[config.mk]
export PLATFORM = sky130hd
export DESIGN_NAME = imem_loader
export DESIGN_NICKNAME = d
export VERILOG_FILES = /design/src/rtl/imem_loader_pkg.sv /design/src/rtl/imem_loader_timeout.sv /design/src/rtl/imem_loader.sv
export SDC_FILE = /design/constraint.sdc
export NUM_CORES = 1
export LEC_CHECK = 0
export BUFFER_PORTS_ARGS = -buffer_cell sky130_fd_sc_hd__buf_2
export CAP_MARGIN = 20
export CORE_MARGIN = 2
export CORE_UTILIZATION = 59
export DETAILED_ROUTE_END_ITERATION = 12
export PLACE_DENSITY = 0.85
export SLEW_MARGIN = 20
export SYNTH_ARGS = -nofsm -noshare
export SYNTH_HDL_FRONTEND = slang
export SYNTH_SLANG_ARGS = --single-unit
[constraint.sdc]
create_clock -name CLK -period 3.55 [get_ports CLK]
set_input_delay 0.1775 -clock CLK [delete_from_list [all_inputs] [get_ports CLK]]
set_output_delay 0.1775 -clock CLK [all_outputs]
set_load 0.02 [all_outputs]
[src/rtl/imem_loader_pkg.sv]
// Shared definitions for the instruction-memory loader: default sizes, state
// encoding and the word-address helper.
package imem_loader_pkg;

    localparam int          IMEM_SIZE_DEF = 64;
    localparam logic [31:0] BASE_ADDR_DEF = 32'h0;
    localparam logic [15:0] TIMEOUT_DEF   = 16'hFFFF;

    typedef enum logic [2:0] {
        ST_IDLE  = 3'd0,
        ST_LEN0  = 3'd1,
        ST_LEN1  = 3'd2,
        ST_BYTE  = 3'd3,
        ST_SETPC = 3'd4,
        ST_WRITE = 3'd5,
        ST_DONE  = 3'd6,
        ST_ERR   = 3'd7
    } state_t;

    function automatic logic [31:0] word_addr(input logic [31:0] base, input logic [31:0] idx);
        return base + (idx << 2);
    endfunction

endpackage

[src/rtl/imem_loader_timeout.sv]
// Idle-cycle watchdog: counts enabled cycles since the last clear and flags
// the cycle on which the count would reach LIMIT.
module imem_loader_timeout
    import imem_loader_pkg::*;
#(
    parameter logic [15:0] LIMIT = TIMEOUT_DEF
) (
    input  logic CLK,
    input  logic RST_N,
    input  logic clear,
    input  logic enable,
    output logic expire
);

    logic [15:0] cnt;

    always_ff @(posedge CLK or negedge RST_N) begin
        if (!RST_N) begin
            cnt <= 16'd0;
        end else if (clear || !enable) begin
            cnt <= 16'd0;
        end else begin
            cnt <= cnt + 16'd1;
        end
    end

    // Fires on the LIMIT-th consecutive idle cycle so the FSM leaves on that edge.
    assign expire = enable && !clear && (cnt == LIMIT - 16'd1);

endmodule

[src/rtl/imem_loader.sv]
// Host-side instruction-memory loader: parses a length header plus big-endian
// words from a byte stream and drives newPC/WE/W_Ins one word at a time.
// Rx handshake: a byte is consumed on a cycle with Rx_Valid && Rx_Ready; the source holds it otherwise.
module imem_loader
    import imem_loader_pkg::*;
#(
    parameter int          IMEM_SIZE = IMEM_SIZE_DEF,
    parameter logic [31:0] BASE_ADDR = BASE_ADDR_DEF,
    parameter logic [15:0] TIMEOUT   = TIMEOUT_DEF
) (
    input  logic        CLK,
    input  logic        RST_N,
    input  logic        Start,
    input  logic [7:0]  Rx_Data,
    input  logic        Rx_Valid,
    output logic        Rx_Ready,
    output logic [31:0] newPC,
    output logic        WE,
    output logic [31:0] W_Ins,
    output logic        Hold,
    output logic        Busy,
    output logic        Done,
    output logic        Err,
    output logic [2:0]  dbg_state
);

    localparam int          IDX_W  = $clog2(IMEM_SIZE) + 1;
    localparam logic [15:0] SIZE16 = 16'(IMEM_SIZE);

    state_t            state, state_nxt;
    logic [7:0]        len_hi;
    logic [15:0]       count;
    logic [IDX_W-1:0]  word_idx;
    logic [1:0]        byte_idx;
    logic [31:0]       ins;
    logic              accept;
    logic              expire;
    logic [15:0]       len_word;
    logic              last_word;

    assign accept    = Rx_Valid && Rx_Ready;
    assign len_word  = {len_hi, Rx_Data};
    assign last_word = ({{(16-IDX_W){1'b0}}, word_idx} + 16'd1) == count;

    imem_loader_timeout #(.LIMIT(TIMEOUT)) u_timeout (
        .CLK    (CLK),
        .RST_N  (RST_N),
        .clear  (accept),
        .enable (Rx_Ready),
        .expire (expire)
    );

    always_ff @(posedge CLK or negedge RST_N) begin
        if (!RST_N) begin
            state <= ST_IDLE;
        end else begin
            state <= state_nxt;
        end
    end

    always_comb begin
        state_nxt = state;
        case (state)
            ST_IDLE, ST_DONE, ST_ERR: begin
                if (Start) state_nxt = ST_LEN0;
            end
            ST_LEN0: begin
                if (expire)      state_nxt = ST_ERR;
                else if (accept) state_nxt = ST_LEN1;
            end
            ST_LEN1: begin
                if (expire) begin
                    state_nxt = ST_ERR;
                end else if (accept) begin
                    if (len_word == 16'd0)      state_nxt = ST_DONE;
                    else if (len_word > SIZE16) state_nxt = ST_ERR;
                    else                        state_nxt = ST_BYTE;
                end
            end
            ST_BYTE: begin
                if (expire)                             state_nxt = ST_ERR;
                else if (accept && byte_idx == 2'd3)    state_nxt = ST_SETPC;
            end
            ST_SETPC: state_nxt = ST_WRITE;
            ST_WRITE: state_nxt = last_word ? ST_DONE : ST_BYTE;
            default:  state_nxt = ST_IDLE;
        endcase
    end

    always_ff @(posedge CLK or negedge RST_N) begin
        if (!RST_N) begin
            len_hi   <= 8'd0;
            count    <= 16'd0;
            word_idx <= '0;
            byte_idx <= 2'd0;
            ins      <= 32'd0;
        end else begin
            case (state)
                ST_IDLE, ST_DONE, ST_ERR: begin
                    if (Start) begin
                        count    <= 16'd0;
                        word_idx <= '0;
                        byte_idx <= 2'd0;
                    end
                end
                ST_LEN0: if (accept) len_hi <= Rx_Data;
                ST_LEN1: begin
                    if (accept) begin
                        count    <= len_word;
                        word_idx <= '0;
                        byte_idx <= 2'd0;
                    end
                end
                ST_BYTE: begin
                    if (accept) begin
                        ins      <= {ins[23:0], Rx_Data};
                        byte_idx <= byte_idx + 2'd1;
                    end
                end
                ST_WRITE: begin
                    word_idx <= word_idx + 1'b1;
                    byte_idx <= 2'd0;
                end
                default: ;
            endcase
        end
    end

    // newPC leads WE by one cycle so the fetch PC register already holds the target when WE is high.
    assign Rx_Ready  = (state == ST_LEN0) || (state == ST_LEN1) || (state == ST_BYTE);
    assign WE        = (state == ST_WRITE);
    assign Busy      = Rx_Ready || (state == ST_SETPC) || (state == ST_WRITE);
    assign Hold      = Busy || (state == ST_ERR);
    assign Done      = (state == ST_DONE);
    assign Err       = (state == ST_ERR);
    assign W_Ins     = ins;
    assign newPC     = ((state == ST_SETPC) || (state == ST_WRITE))
                       ? word_addr(BASE_ADDR, 32'(word_idx)) : BASE_ADDR;
    assign dbg_state = state;

endmodule
==> run_results.csv, run 1 <==
group,metric,value,unit
finish,n_diodes,0,
place,dpl-instance-area,0.00440,mm2
routing,drt_drc_violations_left,0,
logic_synthesis,ys_async_sr_fraction,1.00,
floorplanning,floorplan.initialDensity,0.612,
job,drv.max_cap_violation_count,0,
finish,fillCellCount,512,
global_route,grt_antenna_before_repair,0,
sta,finalCritPeriodShare,0.632,
logic_synthesis,primary_ff_master_synth,"dfrtp_1",
routing,wire_length_on_met1,3520,um
sta,finalClockSkew,0.00777,ns
power,cellLeakagePower,2.09,nW
finish,fin_nets,470,
power,power.share.combinational,0.393,
cts,root_buffer_cell,"clkbuf_8",
logic_synthesis,synth_top_area_share,0.506,
sta,slew_headroom,0.446,
cts,path_clk_slew,0.09,ns
critical_path,critical_path.endpoint_type,"register",
logic_synthesis,synthesis.yosys.warnings,0,
logic_synthesis,synth_sequential_area_ratio,0.506,
floorplanning,die_area,0.00773,mm2
routing,routed-wl-met3,405,um
cts,cts.sink_count,84,
critical_path,critPathArrivalTime,2.48,ns
cts,clock_latency,0.35,ns
power,cell_internal_pwr,0.00228,W
floorplanning,floorplan.rows,30,
logic_synthesis,synthesis.area_per_instance,10.4,um2
sta,rsz0062_at_grt,"no",
floorplanning,floorplan.io_pins,85,
finish,postLayoutCellArea,0.00462,mm2
global_route,grt.total_usage,0.226,
logic_synthesis,synth_cell_types,53,
routing,met2RoutedLength,4380,um
sta,final-max-slew-violation-count,0,
place,placement.io_buffers,59,
logic_synthesis,post_synth_instance_area,0.00416,mm2
place,hpwl_reported_at_the_end_of_detailed_placement,5870,um
sta,timing_worst_slew_pin_value,0.828,ns
finish,area_overhead_vs_synth,11.2,%
logic_synthesis,synth_edf_count,0,
global_route,number_of_global_route_vias_before_repair,2788,
floorplanning,die_span_y,87.9,um
power,cellPowerDensity,838,mW/mm2
outcome,run_status,"finished clean",
critical_path,worstPathMaxFanout,20,
global_route,grt.overflow.total,0,
sta,max_freq,446,MHz
sta,timing.final.setup_violations,0,
cts,postCtsSetupBuffers,0,
min_path,hold_path_class,"input pin to register",
sta,timing.setup.tns,0,ns
cts,htreeDepth,3,
cts,holdBufCountCts,0,
routing,drt_iter0_drc,299,
routing,top_routing_layer_used,"met4",
power,power.clock.fraction,0.181,
power,power,0.00387,W
routing,first_pass_iters,4,
place,globalplace.congestion,0.883,
finish,post_route_cells_drive_above_1_share,0.229,
global_route,grt_first_pass_wirelength,13300,um
sta,final_hold_viol_count,0,
power,ir_worst_vdd,532,uV
cts,tritoncts,"done",
routing,routed_wire_length_per_instance,15.0,um
cts,post_cts_resize_count,0,
critical_path,start_kind,"register",
logic_synthesis,synth_largest_area_cell,"dfrtp_1",
sta,period_minus_slack,2.24,ns
power,switching_fraction,0.412,
routing,postRouteWirelength,8340,um
power,p_sw,0.00160,W
logic_synthesis,synth_cells,399,
cts,clk_path_buf_depth,2,
logic_synthesis,ys_top_cells_by_area,"dfrtp_1 51%, mux2_1 6.2%, mux2_2 4.6%",
critical_path,critPathRequiredTime,3.79,ns
logic_synthesis,synth.ff_latch_count,84,
power,sequentialPowerShare,0.426,
routing,avgViaCountPerCell,5.41,
global_route,grt_start_max_net_pins,85,
floorplanning,dieWidth,87.9,um
critical_path,path_class,"register to register",
routing,via_count,3005,
floorplanning,placeableCoreArea,0.00679,mm2
routing,antenna_violating_nets_post_route,0,
cts,inserted_clock_buffers,9,
registers in the layout, indices dropped and copies added (netlist names):
name	cells
len_hi	8
byte_idx	2
count	16
W_Ins	32
dbg_state	3
u_timeout.cnt	16
word_idx	7
stage by stage:
stage	util	worst slack [ns]	hold slack, ns	std cells
after global routing	0.680	1.11	0.0973	555
final	0.680	1.31	0.103	555
after global placement	0.648	1.47	0.410	538
after CTS	0.678	1.34	0.0328	554
after detailed placement	0.648	1.39	0.417	538
after floorplan	-	1.81	-0.118	423
final cells by class:
| type | count | area (um2) | area share |
|---|---|---|---|
| Inverter | 8 | 30.0 | 0.00650 |
| Sequential cell | 84 | 2100 | 0.455 |
| Clock inverter | 7 | 82.6 | 0.0179 |
| Clock buffer | 9 | 124 | 0.0268 |
| Tap cell | 96 | 120 | 0.0260 |
| Multi-Input combinational cell | 289 | 1840 | 0.398 |
| Timing Repair Buffer | 62 | 327 | 0.0706 |
cell usage after synthesis (all sizes together) (4+ instances only):
master,n
buf,34
and2,5
inv,8
or3,6
ha,4
o21ai,36
dfrtp,84
nor4,5
mux2,40
xor2,8
xnor2,12
nand4,5
or4,5
nor3,5
clkbuf,8
nor2,25
a21oi,13
nand3,12
nand2,50
worst max-delay path, stage by stage (launching register included):
cell and delay (ns):
dfrtp_1 0.74, nor3b_2 0.79, nor2b_1 0.22, a311oi_1 0.06
nor3b_1 0.24, o2bb2ai_1 0.08
power by group through the flow:
stage	sequential, W	clock, W	combinational, W
final	0.00165	0.000701	0.00152
after global routing	0.00171	0.000756	0.00167
after CTS	0.00165	0.000713	0.00154
after detailed placement	0.00166	0	0.00153
after global placement	0.00163	0	0.00148
after floorplan	0.00179	0	0.000962
routing by layer:
metal	vias up	track usage
li1	1448	-
met1	1475	0.296
met2	80	0.377
met3	2	0.0566
met4	0	0.0657
met5	-	0
cells in the final DEF (no fill, tap or decap), types with 13 or more instances in the layout:
cell type | synthesis | routed
conb_1 | 1 | 25
nor2_1 | 25 | 25
buf_2 | 6 | 58
o21ai_1 | 20 | 20
a21oi_1 | 13 | 13
o21ai_0 | 16 | 16
mux2_2 | 17 | 17
nand2_1 | 49 | 49
dfrtp_1 | 84 | 84
mux2_1 | 23 | 23
kinds of logic after synthesis:
| group | Yosys count | share of synthesized area |
|---|---|---|
| simple gates | 135 | 0.164 |
| flops | 84 | 0.506 |
| fa+ha+maj | 4 | 0.0120 |
| compound gates | 64 | 0.0888 |
| xor+xnor | 20 | 0.0421 |
| mux | 41 | 0.111 |
| other cells | 1 | 0.000902 |
| buf+inv | 50 | 0.0753 |
final timing paths:
check                             startpoint                end  slack, ns  cells past startpoint
worst max-delay path            dbg_state[1]       dbg_state[0]       1.31                      5
worst max register to register  dbg_state[1]       dbg_state[0]       1.31                      5
worst min-delay path              Rx_Data[1]           count[1]       0.10                      3
worst min register to register     count[11]          count[11]       0.50                      2
min in group asynchronous              RST_N   u_timeout.cnt[7]       0.39                      2
max in group asynchronous              RST_N  u_timeout.cnt[11]       2.59                      2
No activity file was read; power rests on OpenSTA's default activity.
==> run 2: changes to the inputs <==
--- a/config.mk
+++ b/config.mk
@@ -8,9 +8,9 @@
 export BUFFER_PORTS_ARGS = -buffer_cell sky130_fd_sc_hd__buf_2
 export CAP_MARGIN = 20
 export CORE_MARGIN = 2
-export CORE_UTILIZATION = 59
+export CORE_UTILIZATION = 55
 export DETAILED_ROUTE_END_ITERATION = 12
-export PLACE_DENSITY = 0.85
+export PLACE_DENSITY = 0.8
 export SLEW_MARGIN = 20
 export SYNTH_ARGS = -nofsm -noshare
 export SYNTH_HDL_FRONTEND = slang
==> constraint.sdc (replaced) <==
create_clock -name CLK -period 2.3 [get_ports CLK]
set_input_delay 0.115 -clock CLK [delete_from_list [all_inputs] [get_ports CLK]]
set_output_delay 0.115 -clock CLK [all_outputs]
set_load 0.02 [all_outputs]
==> run_results.csv, run 2 (synthesis gave the netlist of run 1 again) <==
group,metric,value,unit
outcome,run_status,"finished clean",
finish,fin_nets,475,
critical_path,cp_num_buf_inv,0,
sta,final-max-slew-violation-count,0,
sta,final_hold_viol_count,0,
global_route,globalRouteMet2Util,0.320,
power,switching_fraction,0.412,
min_path,hold_path_class,"input pin to register",
cts,clk_path_buf_depth,2,
sta,finalCritPeriodShare,0.827,
job,drv.max_cap_violation_count,0,
power,power.clock.fraction,0.152,
critical_path,critPathArrivalTime,2.12,ns
floorplanning,floorplan.io_pins,85,
finish,mostFrequentLayoutCell,"dfrtp_1",
sta,finalClockSkew,0.00816,ns
sta,timing.setup.tns,0,ns
critical_path,critical_path.endpoint_type,"register",
finish,layoutNonFillerInstCount,563,
place,hpwl_reported_at_the_end_of_detailed_placement,5610,um
critical_path,crit_chain,"ha_1, and3_1, nand3_1, xnor2_1, o2111ai_1, o2bb2ai_1",
routing,drt_drc_violations_left,0,
power,power.share.combinational,0.420,
routing,first_pass_iters,4,
cts,cts.sink_count,84,
floorplanning,floorplan.initialDensity,0.570,
power,ir_worst_vdd,781,uV
finish,largest_register_ffs,32,
global_route,met1_usage_grt,0.278,
cts,inserted_clock_buffers,9,
routing,routed_wire_length_per_instance,14.3,um
power,cellLeakagePower,2.09,nW
finish,n_diodes,0,
critical_path,cp-startpoint,"word_idx[0]",
routing,drt_iter0_drc,257,
routing,antenna_violating_nets_post_route,0,
place,placement.io_buffers,59,
critical_path,start_kind,"register",
global_route,grt.total_usage,0.203,
critical_path,critical-path-top-delay-family,"flip-flops",
finish,post_route_cells_drive_above_1_share,0.231,
sta,slew_headroom,0.590,
finish,fin_util,0.635,
cts,root_buffer_cell,"clkbuf_8",
cts,tritoncts,"done",
power,p_sw,0.00240,W
place,globalplace.congestion,0.935,
global_route,groute.layer.met3.usage,0.0531,
place,place_inst,546,
cts,htreeDepth,3,
floorplanning,dieWidth,90.9,um
power,cellPowerDensity,1260,mW/mm2
sta,max_freq,526,MHz
critical_path,worst_path_max_delay_cell,"dfrtp_1",
critical_path,reg2reg_slack,0.40,ns
critical_path,critPathRequiredTime,2.51,ns
global_route,grt_antenna_before_repair,0,
critical_path,critPathMaxStageDelay,0.49,ns
global_route,grt.overflow.total,0,
cts,post_cts_resize_count,0,
finish,mostFrequentLayoutCells,"84 x dfrtp_1, 58 x buf_2, 49 x nand2_1",
global_route,grt_first_pass_wirelength,13600,um
sta,timing_worst_slew_pin_value,0.612,ns
critical_path,path_class,"register to register",
sta,timing.final.setup_violations,0,
cts,clock_latency,0.34,ns
critical_path,reg2reg_from,"word_idx[0]",
floorplanning,die_span_y,90.9,um
critical_path,worstPathMaxFanout,8,
routing,avgViaCountPerCell,5.36,
global_route,number_of_global_route_vias_before_repair,2851,
floorplanning,placeableCoreArea,0.00729,mm2
global_route,global_route.peak_usage_layer,"met2",
finish,area_overhead_vs_synth,11.3,%
min_path,min_from,"Rx_Data[4]",
floorplanning,die_area,0.00827,mm2
routing,via_count,3020,
floorplanning,floorplan.rows,31,
routing,postRouteWirelength,8060,um
power,sequentialPowerShare,0.428,
cts,path_clk_slew,0.08,ns
global_route,grt_start_max_net_pins,85,
sta,period_minus_slack,1.90,ns
sta,rsz0062_at_grt,"no",
power,cell_internal_pwr,0.00343,W
-- run 2: worst paths after layout --
path | end | cells after the start
worst max-delay path | dbg_state[0] | 6
worst min-delay path | count[4] | 3
max in group asynchronous | word_idx[0] | 3
worst max register to register | dbg_state[0] | 6
min in group asynchronous | u_timeout.cnt[0] | 3
worst min register to register | byte_idx[0] | 1
-- run 2: final cells by class --
| cell class | count | area [um2] |
|---|---|---|
| Clock buffer | 12 | 135 |
| Clock inverter | 4 | 26.3 |
| Fill cell | 615 | 2660 |
| Inverter | 8 | 30.0 |
| Multi-Input combinational cell | 289 | 1840 |
| Sequential cell | 84 | 2100 |
| Tap cell | 99 | 124 |
| Timing Repair Buffer | 67 | 373 |
-- run 2: worst min-delay path: cells and delay by family --
family / cells / cell delay [ns]
buf+inv: 1 / 0.14
compound gates: 1 / 0.05
simple gates: 1 / 0.06
-- run 2: metrics by stage --
stage | total power (W) | instance area (um2) | setup WS [ns] | hold WS (ns)
global route | 0.00624 | 4630 | 0.277 | 0.0397
finish | 0.00583 | 4630 | 0.398 | 0.0540
global placement | 0.00488 | 4460 | 0.468 | 0.180
floorplan | 0.00425 | 4250 | 0.562 | -0.181
detailed placement | 0.00497 | 4460 | 0.429 | 0.181
CTS | 0.00587 | 4630 | 0.419 | 0.0412
-- run 2: timing repair --
item / in CTS / in global routing
hold buffers: 1 / 0
setup buffers: 0 / 0
endpoints found under the hold margin: 84 / 0
-- run 2: power by group through the flow --
stage | Combinational [W] | Sequential (W) | Clock [W]
finish | 0.00245 | 0.00249 | 0.000889
CTS | 0.00246 | 0.00249 | 0.000912
detailed placement | 0.00245 | 0.00251 | 0
global route | 0.00267 | 0.00259 | 0.000976
global placement | 0.00239 | 0.00249 | 0
floorplan | 0.00149 | 0.00276 | 0
-- run 2: routing by layer --
layer  wire length (um)  share of wire
met1               3600           0.45
met2               3980           0.49
met3                363          0.045
met4                116          0.014
met5                  0              0
==> run 3: changes to the inputs <==
--- a/config.mk
+++ b/config.mk
@@ -8,9 +8,9 @@
 export BUFFER_PORTS_ARGS = -buffer_cell sky130_fd_sc_hd__buf_2
 export CAP_MARGIN = 20
 export CORE_MARGIN = 2
-export CORE_UTILIZATION = 55
+export CORE_UTILIZATION = 50
 export DETAILED_ROUTE_END_ITERATION = 12
-export PLACE_DENSITY = 0.8
+export PLACE_DENSITY = 0.77
 export SLEW_MARGIN = 20
 export SYNTH_ARGS = -nofsm -noshare
 export SYNTH_HDL_FRONTEND = slang
==> constraint.sdc (replaced) <==
create_clock -name CLK -period 1.55 [get_ports CLK]
set_input_delay 0.0775 -clock CLK [delete_from_list [all_inputs] [get_ports CLK]]
set_output_delay 0.0775 -clock CLK [all_outputs]
set_load 0.02 [all_outputs]
==> run_results.csv, run 3 (synthesis gave the netlist of run 1 again) <==
group,metric,value,unit
outcome,run_status,"finished, violations left",
outcome,violations,"negative setup slack",
place,placement.io_buffers,59,
critical_path,critPathArrivalTime,1.90,ns
global_route,grt.total_usage,0.224,
routing,antenna_violating_nets_post_route,0,
finish,fin_util,0.681,
sta,finalClockSkew,0.00909,ns
global_route,grt_antenna_before_repair,0,
cts,path_clk_slew,0.10,ns
routing,avgViaCountPerCell,5.31,
cts,htreeDepth,3,
global_route,grt.overflow.total,0,
critical_path,critical-path-top-delay-family,"simple AND/OR/NAND/NOR gates",
critical_path,worst_r2r_endpoint,"dbg_state[2]",
cts,clock_latency,0.36,ns
cts,inserted_clock_buffers,9,
critical_path,path_class,"register to register",
finish,mostFrequentLayoutCells,"79 x dfrtp_1, 51 x buf_4, 50 x buf_2",
min_path,timing.hold.worst_endpoint,"count[5]",
finish,fillCellCount,565,
sta,rsz0062_at_grt,"yes",
min_path,hold_path_depth,3,
critical_path,worst_path_max_delay_cell,"or4_4",
routing,first_pass_iters,4,
sta,final-max-slew-violation-count,0,
cts,cts.sink_count,84,
sta,final_hold_viol_count,0,
sta,timing.final.setup_violations,26,
finish,area_overhead_vs_synth,33.3,%
critical_path,reg2reg_from,"len_hi[2]",
power,ir_worst_vdd,1250,uV
cts,tritoncts,"done",
global_route,globalRouteMet2Util,0.370,
finish,ff_latch_area,0.00211,mm2
critical_path,start_kind,"register",
global_route,groute.layer.met3.usage,0.0364,
routing,postRouteWirelength,10400,um
floorplanning,floorplan.rows,33,
place,place_inst,589,
floorplanning,die_area,0.00906,mm2
global_route,number_of_global_route_vias_before_repair,3221,
finish,layoutNonFillerInstCount,630,
power,cellPowerDensity,1890,mW/mm2
global_route,grt_start_max_net_pins,33,
finish,multi_input_area,0.00204,mm2
floorplanning,placeableCoreArea,0.00813,mm2
routing,drt_iter0_drc,232,
critical_path,critical_path.endpoint_type,"register",
finish,n_diodes,0,
finish,post_route_cells_drive_above_1_share,0.400,
min_path,hold_path_class,"input pin to register",
global_route,met1_usage_grt,0.292,
routing,via_count,3348,
critical_path,critPathRequiredTime,1.79,ns
global_route,grt_first_pass_wirelength,15600,um
cts,clk_path_buf_depth,2,
power,power,0.0105,W
floorplanning,dieWidth,95.2,um
floorplanning,floorplan.io_pins,85,
critical_path,crit_chain,"or4_4, nor4_4, o2111ai_1, a21oi_2, o22ai_2",
critical_path,cp_num_cells,5,
sta,fin_ws,-0.113,ns
critical_path,reg2reg_slack,-0.11,ns
job,drv.max_cap_violation_count,0,
place,hpwl_reported_at_the_end_of_detailed_placement,6730,um
min_path,min_from,"Rx_Data[5]",
power,cellLeakagePower,2.53,nW
critical_path,worstPathMaxFanout,2,
place,dp_worst_setup_slack,-0.170,ns
finish,mostFrequentLayoutCell,"dfrtp_1",
finish,fin_nets,536,
routing,routed_wire_length_per_instance,16.4,um
critical_path,critPathMaxStageDelay,0.55,ns
sta,max_freq,601,MHz
critical_path,cp_num_buf_inv,0,
critical_path,rr_worst_depth,5,
place,globalplace.congestion,0.876,
sta,period_minus_slack,1.66,ns
cts,root_buffer_cell,"clkbuf_8",
floorplanning,floorplan.initialDensity,0.511,
sta,finalCritPeriodShare,1.07,
finish,largest_register_ffs,32,
global_route,global_route.peak_usage_layer,"met2",
floorplanning,die_span_y,95.2,um
routing,drt_drc_violations_left,0,
[run 3: routing by layer]
metal  up-vias  wire length (um)
met4         0               215
li1       1583                 -
met2       103              5300
met1      1642              4460
met3        20               383
met5         -                 0
[run 3: worst min-delay path: stages]
cell and delay [ns]:
buf_2 0.15, nand2_1 0.09, o21ai_1 0.06
[run 3: power by group]
part           switching, W  total, W  internal (W)  leakage, nW
clock network      0.000876   0.00164      0.000767       0.0980
registers          0.000648   0.00368       0.00303         1.07
logic               0.00272   0.00516       0.00243         1.36
total               0.00425    0.0105       0.00624         2.53
[run 3: layout make-up]
type                       count  share of cell area
sequential                    84               0.381
multi-input combinational    289               0.369
timing repair buffer         128               0.184
tap                          105              0.0237
clock buffer                   9              0.0224
clock inverter                 7              0.0149
inverter                       8             0.00542
[run 3: through the flow]
stage / hold WS [ns] / setup TNS [ns] / cell area [um2]
6_report: 0.0479 / -1.13 / 5540
5_1_grt: 0.0406 / -3.04 / 5540
4_1_cts: 0.0242 / -0.511 / 5260
3_5_place_dp: 0.0462 / -0.697 / 4810
3_3_place_gp: 0.0434 / -0.201 / 4810
2_1_floorplan: -0.218 / -0.0342 / 4290
[run 3: how the worst max path moves through the flow]
stage | start | end
CTS | len_hi[2] | dbg_state[2]
global route | u_timeout.cnt[1] | dbg_state[0]
floorplan | dbg_state[2] | dbg_state[0]
global placement | word_idx[0] | dbg_state[0]
detailed placement | word_idx[0] | dbg_state[0]
finish | len_hi[2] | dbg_state[2]
[run 3: repair_timing]
item,4_1_cts,5_1_grt
cloned,0,4
endpoints found under the hold margin,54,0
hold buffers,3,0
gates resized for setup,37,34
buffers inserted,9,9
endpoints found under the setup margin,42,86
pin swaps,7,9
